==> config.mk <==
export PLATFORM = sky130hd
export DESIGN_NAME = ex_pipe
export DESIGN_NICKNAME = d
export VERILOG_FILES = /design/src/rtl/ex_pkg.sv /design/src/rtl/ex_out_fifo.sv /design/src/rtl/ex_pipe.sv
export SDC_FILE = /design/constraint.sdc
export NUM_CORES = 1
export LEC_CHECK = 0
export CAP_MARGIN = 20
export CORE_ASPECT_RATIO = 0.8
export CORE_UTILIZATION = 60
export DETAILED_ROUTE_END_ITERATION = 10
export MAX_ROUTING_LAYER = met4
export PLACE_DENSITY = 0.84
export SETUP_SLACK_MARGIN = 0.4
export SYNTH_ARGS = -nofsm -noshare
export SYNTH_HDL_FRONTEND = slang
export SYNTH_SLANG_ARGS = --single-unit
==> constraint.sdc <==
create_clock -name clk -period 5.1 [get_ports clk]
set_input_delay 0.765 -clock clk [delete_from_list [all_inputs] [get_ports clk]]
set_output_delay 0.765 -clock clk [all_outputs]
set_load 0.01 [all_outputs]
==> src/rtl/ex_pkg.sv <==
// Shared encodings for the execute stage: opcode low bits, flag bit
// positions and the shift sequencer state type.
package ex_pkg;

    // Integer class, opcode[1:0]
    localparam logic [1:0] OP_ADD = 2'b00;
    localparam logic [1:0] OP_SUB = 2'b01;

    // Logic class, opcode[1:0]
    localparam logic [1:0] OP_AND = 2'b00;
    localparam logic [1:0] OP_OR  = 2'b01;
    localparam logic [1:0] OP_XOR = 2'b10;
    localparam logic [1:0] OP_NOT = 2'b11;

    // Shift class, opcode[1:0]
    localparam logic [1:0] OP_SLL = 2'b00;
    localparam logic [1:0] OP_SRL = 2'b01;
    localparam logic [1:0] OP_SRA = 2'b10;
    localparam logic [1:0] OP_ROL = 2'b11;

    // Flag register bit positions; bit 0 is always zero
    localparam int FLAG_Z = 5;
    localparam int FLAG_P = 4;
    localparam int FLAG_N = 3;
    localparam int FLAG_C = 2;
    localparam int FLAG_V = 1;

    typedef enum logic {IDLE, SHIFT} state_t;

endpackage

==> src/rtl/ex_out_fifo.sv <==
// Small result queue with show-ahead head output. Head reads as zero while
// empty so the stage output is clean out of reset.
module ex_out_fifo #(
    parameter int WIDTH     = 32,
    parameter int OUT_DEPTH = 2
) (
    input  logic             clk,
    input  logic             rst,
    input  logic             i_push,
    input  logic [WIDTH-1:0] i_data,
    input  logic             i_pop,
    output logic             o_full,
    output logic             o_empty,
    output logic [WIDTH-1:0] o_head
);

    localparam int AW = $clog2(OUT_DEPTH);

    logic [WIDTH-1:0] r_mem [OUT_DEPTH];
    logic [AW-1:0]    r_wr_ptr;
    logic [AW-1:0]    r_rd_ptr;
    logic [AW:0]      r_count;
    logic             w_push;
    logic             w_pop;

    assign o_full  = (r_count == (AW+1)'(OUT_DEPTH));
    assign o_empty = (r_count == '0);
    assign w_push  = i_push & ~o_full;
    assign w_pop   = i_pop & ~o_empty;
    assign o_head  = o_empty ? '0 : r_mem[r_rd_ptr];

    // Storage write; contents need no reset because count gates visibility
    always_ff @(posedge clk) begin
        if (w_push) begin
            r_mem[r_wr_ptr] <= i_data;
        end
    end

    // Pointer and occupancy tracking; power-of-2 depth lets pointers wrap freely
    always_ff @(posedge clk or negedge rst) begin
        if (!rst) begin
            r_wr_ptr <= '0;
            r_rd_ptr <= '0;
            r_count  <= '0;
        end else begin
            if (w_push) begin
                r_wr_ptr <= r_wr_ptr + AW'(1);
            end
            if (w_pop) begin
                r_rd_ptr <= r_rd_ptr + AW'(1);
            end
            case ({w_push, w_pop})
                2'b10:   r_count <= r_count + (AW+1)'(1);
                2'b01:   r_count <= r_count - (AW+1)'(1);
                default: r_count <= r_count;
            endcase
        end
    end

endmodule

==> src/rtl/ex_pipe.sv <==
// Execute stage: add/sub, logic, shift, address and branch pass-through with
// a registered flag register and a small output queue. Shifts are either a
// one-cycle barrel shift or a one-bit-per-cycle serial sequencer.
module ex_pipe
    import ex_pkg::*;
#(
    parameter int WIDTH        = 32,
    parameter int OUT_DEPTH    = 2,
    parameter int SERIAL_SHIFT = 0
) (
    input  logic             clk,
    input  logic             rst,
    input  logic             v_i,
    output logic             stall_o,
    input  logic [WIDTH-1:0] rd_value_i,
    input  logic [WIDTH-1:0] rs_value_i,
    input  logic [WIDTH-1:0] imm_value_i,
    input  logic [7:0]       opcode_i,
    input  logic             ctrl_inte_i,
    input  logic             ctrl_logic_i,
    input  logic             ctrl_shift_i,
    input  logic             ctrl_ld_i,
    input  logic             ctrl_st_i,
    input  logic             ctrl_br_i,
    input  logic             immf_i,
    output logic             v_o,
    input  logic             stall_i,
    output logic [WIDTH-1:0] result_o,
    output logic [5:0]       flags_o
);

    localparam int SHW = $clog2(WIDTH);

    // Operands and arithmetic
    logic [WIDTH-1:0] w_opr0;
    logic [WIDTH-1:0] w_opr1;
    logic [WIDTH-1:0] w_addend;
    logic [WIDTH:0]   w_sum;
    logic [WIDTH-1:0] w_addr;
    logic             w_sub;
    logic             w_ovf;
    logic [SHW-1:0]   w_amt;
    logic [SHW:0]     w_rol_rsh;
    logic [WIDTH-1:0] w_logic_res;
    logic [WIDTH-1:0] w_shift_res;

    // Single-cycle result selection
    logic [WIDTH-1:0] w_res;
    logic             w_c;
    logic             w_v;
    logic             w_flag_upd;

    // Control and queue interface
    logic             w_full;
    logic             w_empty;
    logic             w_accept;
    logic             w_ser_start;
    logic             w_done;
    logic             w_push;
    logic [WIDTH-1:0] w_push_data;
    logic             w_flag_we;
    logic [5:0]       w_flags_new;
    logic             w_unused_ok;

    // Serial shift sequencer state
    state_t           r_state;
    logic [WIDTH-1:0] r_sh;
    logic [SHW-1:0]   r_cnt;
    logic [1:0]       r_sop;
    logic [WIDTH-1:0] w_step;
    logic [5:0]       r_flags;

    assign w_unused_ok = ^opcode_i[7:2];

    assign w_opr0    = rd_value_i;
    assign w_opr1    = immf_i ? imm_value_i : rs_value_i;
    assign w_sub     = (opcode_i[1:0] == OP_SUB);
    assign w_addend  = w_sub ? ~w_opr1 : w_opr1;
    assign w_sum     = {1'b0, w_opr0} + {1'b0, w_addend} + {{WIDTH{1'b0}}, w_sub};
    assign w_ovf     = (w_opr0[WIDTH-1] == w_addend[WIDTH-1]) &
                       (w_sum[WIDTH-1] != w_opr0[WIDTH-1]);
    assign w_addr    = w_opr0 + w_opr1;
    assign w_amt     = w_opr1[SHW-1:0];
    assign w_rol_rsh = (SHW+1)'(WIDTH) - {1'b0, w_amt};

    // Bitwise logic unit
    always_comb begin
        w_logic_res = '0;
        case (opcode_i[1:0])
            OP_AND:  w_logic_res = w_opr0 & w_opr1;
            OP_OR:   w_logic_res = w_opr0 | w_opr1;
            OP_XOR:  w_logic_res = w_opr0 ^ w_opr1;
            default: w_logic_res = ~w_opr1;
        endcase
    end

    // Barrel shifter; a rotate by zero shifts the wrap part out by WIDTH, giving 0
    always_comb begin
        w_shift_res = '0;
        case (opcode_i[1:0])
            OP_SLL:  w_shift_res = w_opr0 << w_amt;
            OP_SRL:  w_shift_res = w_opr0 >> w_amt;
            OP_SRA:  w_shift_res = $signed(w_opr0) >>> w_amt;
            default: w_shift_res = (w_opr0 << w_amt) | (w_opr0 >> w_rol_rsh);
        endcase
    end

    // Op-class result mux with carry/overflow and flag-update qualifier
    always_comb begin
        w_res      = '0;
        w_c        = 1'b0;
        w_v        = 1'b0;
        w_flag_upd = 1'b0;
        if (ctrl_inte_i) begin
            w_res      = w_sum[WIDTH-1:0];
            w_c        = w_sum[WIDTH];
            w_v        = w_ovf;
            w_flag_upd = 1'b1;
        end else if (ctrl_logic_i) begin
            w_res      = w_logic_res;
            w_flag_upd = 1'b1;
        end else if (ctrl_shift_i) begin
            w_res      = w_shift_res;
            w_flag_upd = 1'b1;
        end else if (ctrl_ld_i | ctrl_st_i) begin
            w_res      = w_addr;
        end else if (ctrl_br_i) begin
            w_res      = w_opr1;
        end
    end

    // One-bit step of the serial shifter
    always_comb begin
        w_step = r_sh;
        case (r_sop)
            OP_SLL:  w_step = {r_sh[WIDTH-2:0], 1'b0};
            OP_SRL:  w_step = {1'b0, r_sh[WIDTH-1:1]};
            OP_SRA:  w_step = {r_sh[WIDTH-1], r_sh[WIDTH-1:1]};
            default: w_step = {r_sh[WIDTH-2:0], r_sh[WIDTH-1]};
        endcase
    end

    // The queue is never full while shifting: accept required room and only
    // pops can happen until the shift completes.
    assign stall_o     = (r_state == SHIFT) | w_full;
    assign w_accept    = v_i & ~stall_o;
    assign w_ser_start = w_accept & ctrl_shift_i & (SERIAL_SHIFT != 0) & (w_amt != '0);
    assign w_done      = (r_state == SHIFT) & (r_cnt == SHW'(1));
    assign w_push      = (w_accept & ~w_ser_start) | w_done;
    assign w_push_data = w_done ? w_step : w_res;
    assign w_flag_we   = (w_accept & ~w_ser_start & w_flag_upd) | w_done;

    // Flags for the value being enqueued; serial shifts never set C or V
    always_comb begin
        w_flags_new         = '0;
        w_flags_new[FLAG_Z] = (w_push_data == '0);
        w_flags_new[FLAG_N] = w_push_data[WIDTH-1];
        w_flags_new[FLAG_P] = (w_push_data != '0) & ~w_push_data[WIDTH-1];
        w_flags_new[FLAG_C] = w_c & ~w_done;
        w_flags_new[FLAG_V] = w_v & ~w_done;
    end

    // Serial shift sequencer: load on accept, one bit per cycle, enqueue at count 1
    always_ff @(posedge clk or negedge rst) begin
        if (!rst) begin
            r_state <= IDLE;
            r_sh    <= '0;
            r_cnt   <= '0;
            r_sop   <= '0;
        end else begin
            case (r_state)
                IDLE: begin
                    if (w_ser_start) begin
                        r_sh    <= w_opr0;
                        r_cnt   <= w_amt;
                        r_sop   <= opcode_i[1:0];
                        r_state <= SHIFT;
                    end
                end
                default: begin
                    r_sh  <= w_step;
                    r_cnt <= r_cnt - SHW'(1);
                    if (w_done) begin
                        r_state <= IDLE;
                    end
                end
            endcase
        end
    end

    // Flag register follows queue writes, not drains
    always_ff @(posedge clk or negedge rst) begin
        if (!rst) begin
            r_flags <= '0;
        end else if (w_flag_we) begin
            r_flags <= w_flags_new;
        end
    end

    assign flags_o = r_flags;
    assign v_o     = ~w_empty;

    ex_out_fifo #(
        .WIDTH     (WIDTH),
        .OUT_DEPTH (OUT_DEPTH)
    ) u_out_fifo (
        .clk     (clk),
        .rst     (rst),
        .i_push  (w_push),
        .i_data  (w_push_data),
        .i_pop   (~stall_i),
        .o_full  (w_full),
        .o_empty (w_empty),
        .o_head  (result_o)
    );

endmodule

==> results.json, run 1 <==
{
  "ys.warnings.count": 0,
  "ys_async_sr_fraction": 0.1899,
  "ios": 155,
  "hpwlAfterDp_um": 62200,
  "synthDominantAreaCellType": "sky130_fd_sc_hd__edfxtp_1",
  "gpl_congestion": 1.589,
  "post_synth_instance_area_um2": 15860,
  "post_synth_inst_count": 2056,
  "place_inst": 2848,
  "initial_core_util": 0.6187,
  "synth.area.top_cells": "sky130_fd_sc_hd__edfxtp_1 12%, sky130_fd_sc_hd__mux2i_1 9.0%, sky130_fd_sc_hd__ha_1 8.3%, sky130_fd_sc_hd__mux4_2 5.4%, sky130_fd_sc_hd__a21oi_1 5.0%",
  "synth.cells.most_frequent": "200 x sky130_fd_sc_hd__nand2_1, 181 x sky130_fd_sc_hd__nor2_1, 159 x sky130_fd_sc_hd__a21oi_1, 142 x sky130_fd_sc_hd__mux2i_1",
  "compound_gate_fraction_of_synth_area": 0.3142,
  "synth_adder_area_share": 0.08536,
  "combinational_family_with_the_most_area_after_synthesis": "compound AO/OA/AOI/OAI gates",
  "yosys.area_share.simple": 0.1715,
  "syn-mean-instance-area_um2": 7.714,
  "kind_of_endpoint_with_the_least_setup_slack": "register data pin",
  "buffer_ports.inserted": 147,
  "global_route_overflow": 361,
  "result_of_the_run": "stopped before the end",
  "numClockSinks": 79,
  "gr-usage-all-layers": 0.8619,
  "die_h_um": 147.4,
  "synth-edff-count": 64,
  "grt_start_max_net_pins": 58,
  "repair-timing-grt-worst-ep": "flags_o[5]$_DFFE_PN0P_/D",
  "synth-seq-area-share": 0.1448,
  "cts-root-to-sink-buffers": 2,
  "synth_xor_area_frac": 0.04915,
  "rows": 52,
  "postCtsHoldBufs": 0,
  "synth_seq_cells": 79,
  "firstError": "[ERROR GRT-0232] Routing congestion too high. Check the congestion heatmap in the GUI.",
  "numCtsBuffers": 9,
  "post-synth-top-count-cell": "sky130_fd_sc_hd__nand2_1",
  "h-tree-depth": 3,
  "yosys-mux-area-fraction": 0.1678,
  "synth.net_count": 2278,
  "synth.top_cell.area_share": 0.1212,
  "ctsRootBufferMaster": "sky130_fd_sc_hd__clkbuf_16",
  "last-stage-reached": "5_1_grt",
  "ys_dominant_reg_cell": "sky130_fd_sc_hd__edfxtp_1",
  "die_w_um": 183.8,
  "yosys.cell_types.count": 89
}
cells by family after synthesis:
family | count (synthesis)
fa+ha+maj | 107
compound gates | 721
mux | 209
other cells | 1
buf+inv | 258
flops | 79
simple gates | 592
xor+xnor | 89
per-stage QoR:
step | area, µm² | util | setup TNS (ns) | worst slack (ns) | hold slack (ns)
2_1_floorplan | 16220 | - | 0 | 0.03827 | 0.4560
3_5_place_dp | 20740 | 0.8090 | -1.130 | -0.4816 | 0.4826
4_1_cts | 21710 | 0.8469 | 0 | 0.4053 | 0.5212
3_3_place_gp | 20740 | 0.8090 | -0.5123 | -0.2580 | 0.4750
routing by layer:
| metal | overflow | track usage |
|---|---|---|
| met1 | 34 | 0.8482 |
| met2 | 176 | 0.9642 |
| met3 | 43 | 0.7726 |
| met4 | 108 | 0.8246 |
| met5 | - | - |
timing repair:
item	in CTS
gates resized for setup	82
pin swaps	27
gates cloned	1
setup endpoints to repair	10
buffers inserted	27
==> inputs of run 2 (changes only) <==
Settings changed: CORE_ASPECT_RATIO 0.8 to unset, CORE_UTILIZATION 60 to 40, MAX_ROUTING_LAYER met4 to unset, PLACE_DENSITY 0.84 to unset, PLACE_DENSITY_LB_ADDON set to 0.15, SETUP_SLACK_MARGIN 0.4 to unset.
==> run 2 against run 1 <==
Effect of this change: the flow now finishes without violations; synthesized cell count is the same; synthesized area stayed put.
==> results.json, run 2 <==
{
  "result_of_the_run": "finished clean",
  "post_synth_instance_area_um2": 15860,
  "fmax_ghz": 0.1970,
  "period_share": 0.9953,
  "synth.net_count": 2278,
  "share_seq_of_total_power": 0.170,
  "gpl_congestion": 1.099,
  "timing.slew.headroom": 0.05047,
  "crit_arrival_ns": 5.35,
  "post-synth-top-count-cell": "sky130_fd_sc_hd__nand2_1",
  "finish.utilization": 0.5865,
  "final_cell_mix": "565 x sky130_fd_sc_hd__buf_4, 199 x sky130_fd_sc_hd__nand2_1, 174 x sky130_fd_sc_hd__nor2_1, 155 x sky130_fd_sc_hd__a21oi_1, 139 x sky130_fd_sc_hd__clkdlybuf4s50_1",
  "timing_worst_slew_pin_value_ns": 1.406,
  "numClockSinks": 79,
  "layout.cells.most_common": "sky130_fd_sc_hd__buf_4",
  "top_register": "u_out_fifo.r_mem",
  "design.die.area_um2": 40450,
  "worstPathMaxFanout": 5,
  "synth.cells.most_frequent": "200 x sky130_fd_sc_hd__nand2_1, 181 x sky130_fd_sc_hd__nor2_1, 159 x sky130_fd_sc_hd__a21oi_1, 142 x sky130_fd_sc_hd__mux2i_1",
  "drc": 0,
  "synth.top_cell.area_share": 0.1212,
  "power.density_nw_per_um2": 266.6,
  "worst_skew_pair.late_latency_ns": 0.34,
  "cts-root-to-sink-buffers": 2,
  "synthDominantAreaCellType": "sky130_fd_sc_hd__edfxtp_1",
  "syn-mean-instance-area_um2": 7.714,
  "synth_seq_cells": 79,
  "gr-usage-all-layers": 0.4513,
  "worstPathRequired_ns": 5.38,
  "compound_gate_fraction_of_synth_area": 0.3142,
  "final_layout_size_suffix_gt1_frac": 0.2861,
  "combinational_family_with_the_most_area_after_synthesis": "compound AO/OA/AOI/OAI gates",
  "yosys.area_share.simple": 0.1715,
  "power.share.clock": 0.108,
  "antenna_violations_before_repair": 2,
  "ctsRootBufferMaster": "sky130_fd_sc_hd__clkbuf_16",
  "routed_via_density": 6.674,
  "internal_power_mw": 3.304,
  "power_switching_share": 0.4569,
  "postRouteWirelength_um": 94360,
  "dr.first_iter.drc_count": 3016,
  "ios": 155,
  "finalHoldWorstSlack_ns": 0.5007,
  "startpoint_types": "input port",
  "buffer_ports.inserted": 147,
  "total_number_of_nets_in_the_final_design": 2877,
  "post_synth_inst_count": 2056,
  "hpwlAfterDp_um": 76250,
  "synth_adder_area_share": 0.08536,
  "die_w_um": 201.1,
  "initial_core_util": 0.4075,
  "timing_hold_violations_final": 0,
  "route.vias.total": 21209,
  "critical-path-slowest-cell": "sky130_fd_sc_hd__or4bb_1",
  "vias_in_the_first_global_route": 20066,
  "synth-seq-area-share": 0.1448,
  "layout.filler_cells": 3571,
  "tritoncts": "done",
  "setup.worst_path.class": "input port to flip-flop",
  "ys_async_sr_fraction": 0.1899,
  "numCtsBuffers": 9,
  "die_h_um": 201.1,
  "number_of_flip_flops_under_the_largest_register_name": 64,
  "worst_setup_hold_path_clk_slew_ns": 0.06,
  "class_of_the_tightest_hold_or_removal_check": "flip-flop to flip-flop",
  "h-tree-depth": 3,
  "global_route_overflow": 0,
  "synth.area.top_cells": "sky130_fd_sc_hd__edfxtp_1 12%, sky130_fd_sc_hd__mux2i_1 9.0%, sky130_fd_sc_hd__ha_1 8.3%, sky130_fd_sc_hd__mux4_2 5.4%, sky130_fd_sc_hd__a21oi_1 5.0%",
  "yosys-mux-area-fraction": 0.1678,
  "drt_pre_antenna_iters": 8,
  "final-max-slew-violation-count": 0,
  "synth_to_final_area_change_pct": 43.91,
  "ys_dominant_reg_cell": "sky130_fd_sc_hd__edfxtp_1",
  "critical_path.max_stage_delay_ns": 0.50,
  "critical_path.endpoint_type": "flip-flop",
  "grt_first_pass_wirelength_um": 134600,
  "finClkSkew_ns": 0.006599,
  "rows": 72,
  "switchingPower_mw": 2.780,
  "comb_power_share": 0.721,
  "insertedDiodeCount": 0,
  "ys.warnings.count": 0,
  "fp.coreArea_um2": 38920,
  "postCtsHoldBufs": 0,
  "setup.reg_to_reg.worst_slack_ns": 0.55,
  "vdd_ir_drop_max_v": 0.0001959,
  "setup_violations": 0,
  "power.static_leakage_nw": 9.956,
  "antenna_violating_nets_post_route": 0,
  "critical_path.cell_chain": "clkdlybuf4s50_1 -> mux2i_4 -> xnor2_1 -> ha_1 -> a21o_1 -> or4bb_1 -> o22ai_2 -> nor2_2 -> a211o_4 -> a221o_1 -> or2_2 -> a32oi_2 -> a211oi_2 -> nor4_4 -> and4bb_2 -> a31o_1",
  "drt-wirelength-per-cell_um": 29.69,
  "synth-edff-count": 64,
  "maxCapViolations": 0,
  "synth_xor_area_frac": 0.04915,
  "grt_start_max_net_pins": 110,
  "yosys.cell_types.count": 89,
  "period_minus_slack_ns": 5.076
}
## run 2: cell counts after synthesis
No cell type changed its count.
## run 2: final timing paths
check | startpoint | depth (start not counted) | end
max | imm_value_i[4] | 16 | flags_o[5]
min | flags_o[1] | 2 | flags_o[1]
max reg2reg | r_cnt[1] | 14 | flags_o[5]
min reg2reg | flags_o[1] | 2 | flags_o[1]
max in group asynchronous | rst | 1 | u_out_fifo.r_rd_ptr
min in group asynchronous | rst | 1 | u_out_fifo.r_wr_ptr
## run 2: logic make-up (layout without fill, tap and decap cells)
| logic type | count (synthesis) | count (layout) |
|---|---|---|
| simple gates | 592 | 592 |
| fa+ha+maj | 107 | 107 |
| xor+xnor | 89 | 89 |
| mux | 209 | 209 |
| buf+inv | 258 | 862 |
| flops | 79 | 79 |
| other cells | 1 | 1 |
| compound gates | 721 | 721 |
## run 2: critical path: cells and delay by family
| family | cells | cell delay [ns] |
|---|---|---|
| adder cells (fa/ha/maj) | 1 | 0.28 |
| AND/OR/NAND/NOR | 5 | 1.53 |
| buffers and inverters | 1 | 0.47 |
| multiplexers | 1 | 0.37 |
| XOR/XNOR | 1 | 0.17 |
| AO/OA/AOI/OAI | 7 | 1.75 |
## run 2: what timing repair did
action | 4_1_cts | 5_1_grt
setup buffers | 3 | 5
pin swaps | 4 | 18
endpoints found under the hold margin | 0 | 0
endpoints found under the setup margin | 2 | 4
gates resized for setup | 13 | 44
## run 2: layout make-up
class | instances | area [µm²] | share of cell area
Sequential cell | 79 | 2298 | 0.1007
Clock buffer | 9 | 225.2 | 0.009867
Multi-Input combinational cell | 1719 | 12860 | 0.5634
Tap cell | 518 | 648.1 | 0.02840
Inverter | 105 | 401.6 | 0.01760
Clock inverter | 7 | 85.08 | 0.003728
Timing Repair Buffer | 741 | 6306 | 0.2763
## run 2: layer usage
layer,share of wire,GRT usage
met1,0.39,0.5870
met2,0.40,0.6474
met3,0.14,0.1296
met4,0.078,0.2961
met5,0.00012,0
## run 2: stage by stage
| step | setup WS [ns] | instance area [µm²] | power (mW) | instances | TNS, ns |
|---|---|---|---|---|---|
| floorplan | 0.008070 | 16110 | 3.084 | 2056 | 0 |
| global placement | -0.6222 | 22170 | 5.126 | 3153 | -1.783 |
| detailed placement | -0.6896 | 22170 | 5.195 | 3154 | -2.421 |
| CTS | 0.0009206 | 22590 | 5.892 | 3173 | 0 |
| global route | -0.008289 | 22820 | 6.319 | 3178 | -0.008289 |
| finish | 0.02389 | 22820 | 6.084 | 3178 | 0 |
## run 2: power by group through the flow
stage          registers [mW]  logic [mW]  clock network, mW
2_1_floorplan           0.982        2.10                  0
3_3_place_gp             1.04        4.08                  0
6_report                 1.04        4.39              0.658
5_1_grt                  1.06        4.58              0.685
3_5_place_dp             1.05        4.14                  0
4_1_cts                  1.04        4.19              0.667
Power figures use the tool's default switching activity.
==> inputs of run 3 (changes only) <==
Settings changed: CELL_PAD_IN_SITES_DETAIL_PLACEMENT set to 1, CELL_PAD_IN_SITES_GLOBAL_PLACEMENT set to 2, CORE_UTILIZATION 40 to 35, SLEW_MARGIN set to 15.
==> run 3 against run 2 <==
Effect of this change: the run now ends with setup timing left; die area grew 14%; wire length grew 13%; critical endpoint unchanged; register-to-register slack lost 0.07 ns; largest cell class unchanged; sequential cell count is the same; largest power group unchanged; global-route usage shrank 0.27 points.
==> results.json, run 3 (synthesis results as in run 2) <==
{
  "routed_via_density": 6.504,
  "grt_start_max_net_pins": 83,
  "worst_slack_ns": -0.04121,
  "total_number_of_nets_in_the_final_design": 3033,
  "totalNegativeSetupSlack_ns": -0.06412,
  "power.density_nw_per_um2": 268.8,
  "vdd_ir_drop_max_v": 0.0004559,
  "vias_in_the_first_global_route": 22712,
  "rows": 77,
  "number_of_standard_cells_in_the_layout_taps_in_and_fillers_out": 3409,
  "top_register": "u_out_fifo.r_mem",
  "numCtsBuffers": 9,
  "number_of_flip_flops_under_the_largest_register_name": 64,
  "route.vias.total": 22171,
  "drc": 0,
  "period_share": 1.008,
  "power.static_leakage_nw": 10.70,
  "grt_setup_unrepaired": "yes",
  "drt-wirelength-per-cell_um": 31.26,
  "place_inst": 3371,
  "h-tree-depth": 3,
  "numClockSinks": 79,
  "drt_pre_antenna_iters": 10,
  "timing_hold_violations_final": 0,
  "buffer_ports.inserted": 147,
  "violated_checks": "setup timing",
  "fmax_ghz": 0.1945,
  "critical_path.endpoint_type": "flip-flop",
  "global_route_overflow": 0,
  "critical_path.max_stage_delay_ns": 0.59,
  "die_w_um": 214.9,
  "fp.coreArea_um2": 44410,
  "critical-path-slowest-cell": "sky130_fd_sc_hd__or4_4",
  "ctsRootBufferMaster": "sky130_fd_sc_hd__clkbuf_16",
  "final_cell_mix": "722 x sky130_fd_sc_hd__buf_4, 198 x sky130_fd_sc_hd__nand2_1, 174 x sky130_fd_sc_hd__nor2_1, 155 x sky130_fd_sc_hd__a21oi_1, 138 x sky130_fd_sc_hd__clkdlybuf4s50_1",
  "crit_arrival_ns": 5.43,
  "ios": 155,
  "timing.slew.headroom": 0.3220,
  "finClkSkew_ns": 0.007721,
  "gpl_congestion": 1.114,
  "class_of_the_tightest_hold_or_removal_check": "flip-flop to flip-flop",
  "layout.cells.most_common": "sky130_fd_sc_hd__buf_4",
  "detailed_place.area_um2": 23270,
  "die_h_um": 214.9,
  "antenna_violations_before_repair": 5,
  "period_minus_slack_ns": 5.141,
  "setup.worst_path.class": "input port to flip-flop",
  "synth_to_final_area_change_pct": 51.96,
  "postRouteWirelength_um": 106600,
  "detailedPlace.worstSlack_ns": -0.7637,
  "worst_setup_hold_path_clk_slew_ns": 0.06,
  "maxCapViolations": 0,
  "hpwlAfterDp_um": 87550,
  "design_power_total_mw": 6.478,
  "worstPathMaxFanout": 9,
  "setup_violations": 2,
  "worstPathRequired_ns": 5.39,
  "tritoncts": "done",
  "worst_skew_pair.late_latency_ns": 0.34,
  "final-max-slew-violation-count": 0,
  "gr-usage-all-layers": 0.4486,
  "finish.utilization": 0.5427,
  "initial_core_util": 0.3571,
  "result_of_the_run": "finished with violations",
  "startpoint_types": "input port",
  "antenna_violating_nets_post_route": 0,
  "finalHoldWorstSlack_ns": 0.4871,
  "design.die.area_um2": 46170,
  "timing_worst_slew_pin_value_ns": 1.004,
  "stdcell_area_um2": 24100,
  "cpMostUsedCell": "sky130_fd_sc_hd__buf_4",
  "grt_first_pass_wirelength_um": 153200,
  "critical_path.cell_chain": "dlygate4sd2_1 -> mux2i_4 -> clkinv_4 -> buf_12 -> buf_4 -> mux2i_1 -> buf_4 -> buf_4 -> o221ai_1 -> o21ai_0 -> a221o_1 -> o211ai_1 -> a41o_1 -> or4_4 -> or4_4 -> nor4_4 -> and4bb_2 -> a31o_1",
  "dr.first_iter.drc_count": 2349,
  "final_layout_size_suffix_gt1_frac": 0.3292,
  "cts-root-to-sink-buffers": 2
}
-- run 3: worst max-delay path, delay by kind of cell --
kind,cells,cell delay (ns)
muxes,2,0.55
and+or+nand+nor,4,1.59
AOI/OAI and AO/OA,6,1.33
buffers and inverters,6,1.16
-- run 3: power breakdown --
group	switching, mW	total, mW	internal (mW)
sequential	0.130	1.05	0.922
clock	0.274	0.710	0.435
combinational	2.57	4.72	2.15
-- run 3: layout make-up --
cell class / count / area (µm²)
antenna: 1 / 2.502
fill: 5422 / 20310
timing repair buffer: 896 / 7410
sequential: 79 / 2298
tap: 592 / 740.7
multi-input combinational: 1720 / 12920
clock buffer: 9 / 225.2
inverter: 105 / 401.6
clock inverter: 7 / 102.6
-- run 3: path summary, 6_finish.rpt --
check | cells after the start | to | slack (ns) | from
min in group asynchronous | 1 | flags_o[5] | 0.85 | rst
setup reg to reg | 14 | flags_o[5] | 0.48 | r_cnt[1]
max in group asynchronous | 1 | u_out_fifo.r_rd_ptr | 3.74 | rst
hold / removal | 2 | flags_o[3] | 0.49 | flags_o[3]
hold reg to reg | 2 | flags_o[3] | 0.49 | flags_o[3]
setup / recovery | 18 | flags_o[5] | -0.04 | imm_value_i[0]
-- run 3: metal layers --
metal | vias to the layer above | wire length (µm) | global-route usage
met5 | - | 45 | 0
met2 | 1398 | 45280 | 0.6850
met3 | 351 | 11790 | 0.1144
met4 | 6 | 7592 | 0.2721
met1 | 11003 | 41860 | 0.5660
li1 | 9413 | - | -
-- run 3: what timing repair did --
action / CTS / global route
cloned: 0 / 1
endpoints found under the setup margin: 7 / 8
hold buffers: 0 / 0
resized for setup: 45 / 32
pin swaps: 15 / 14
buffers inserted: 12 / 8
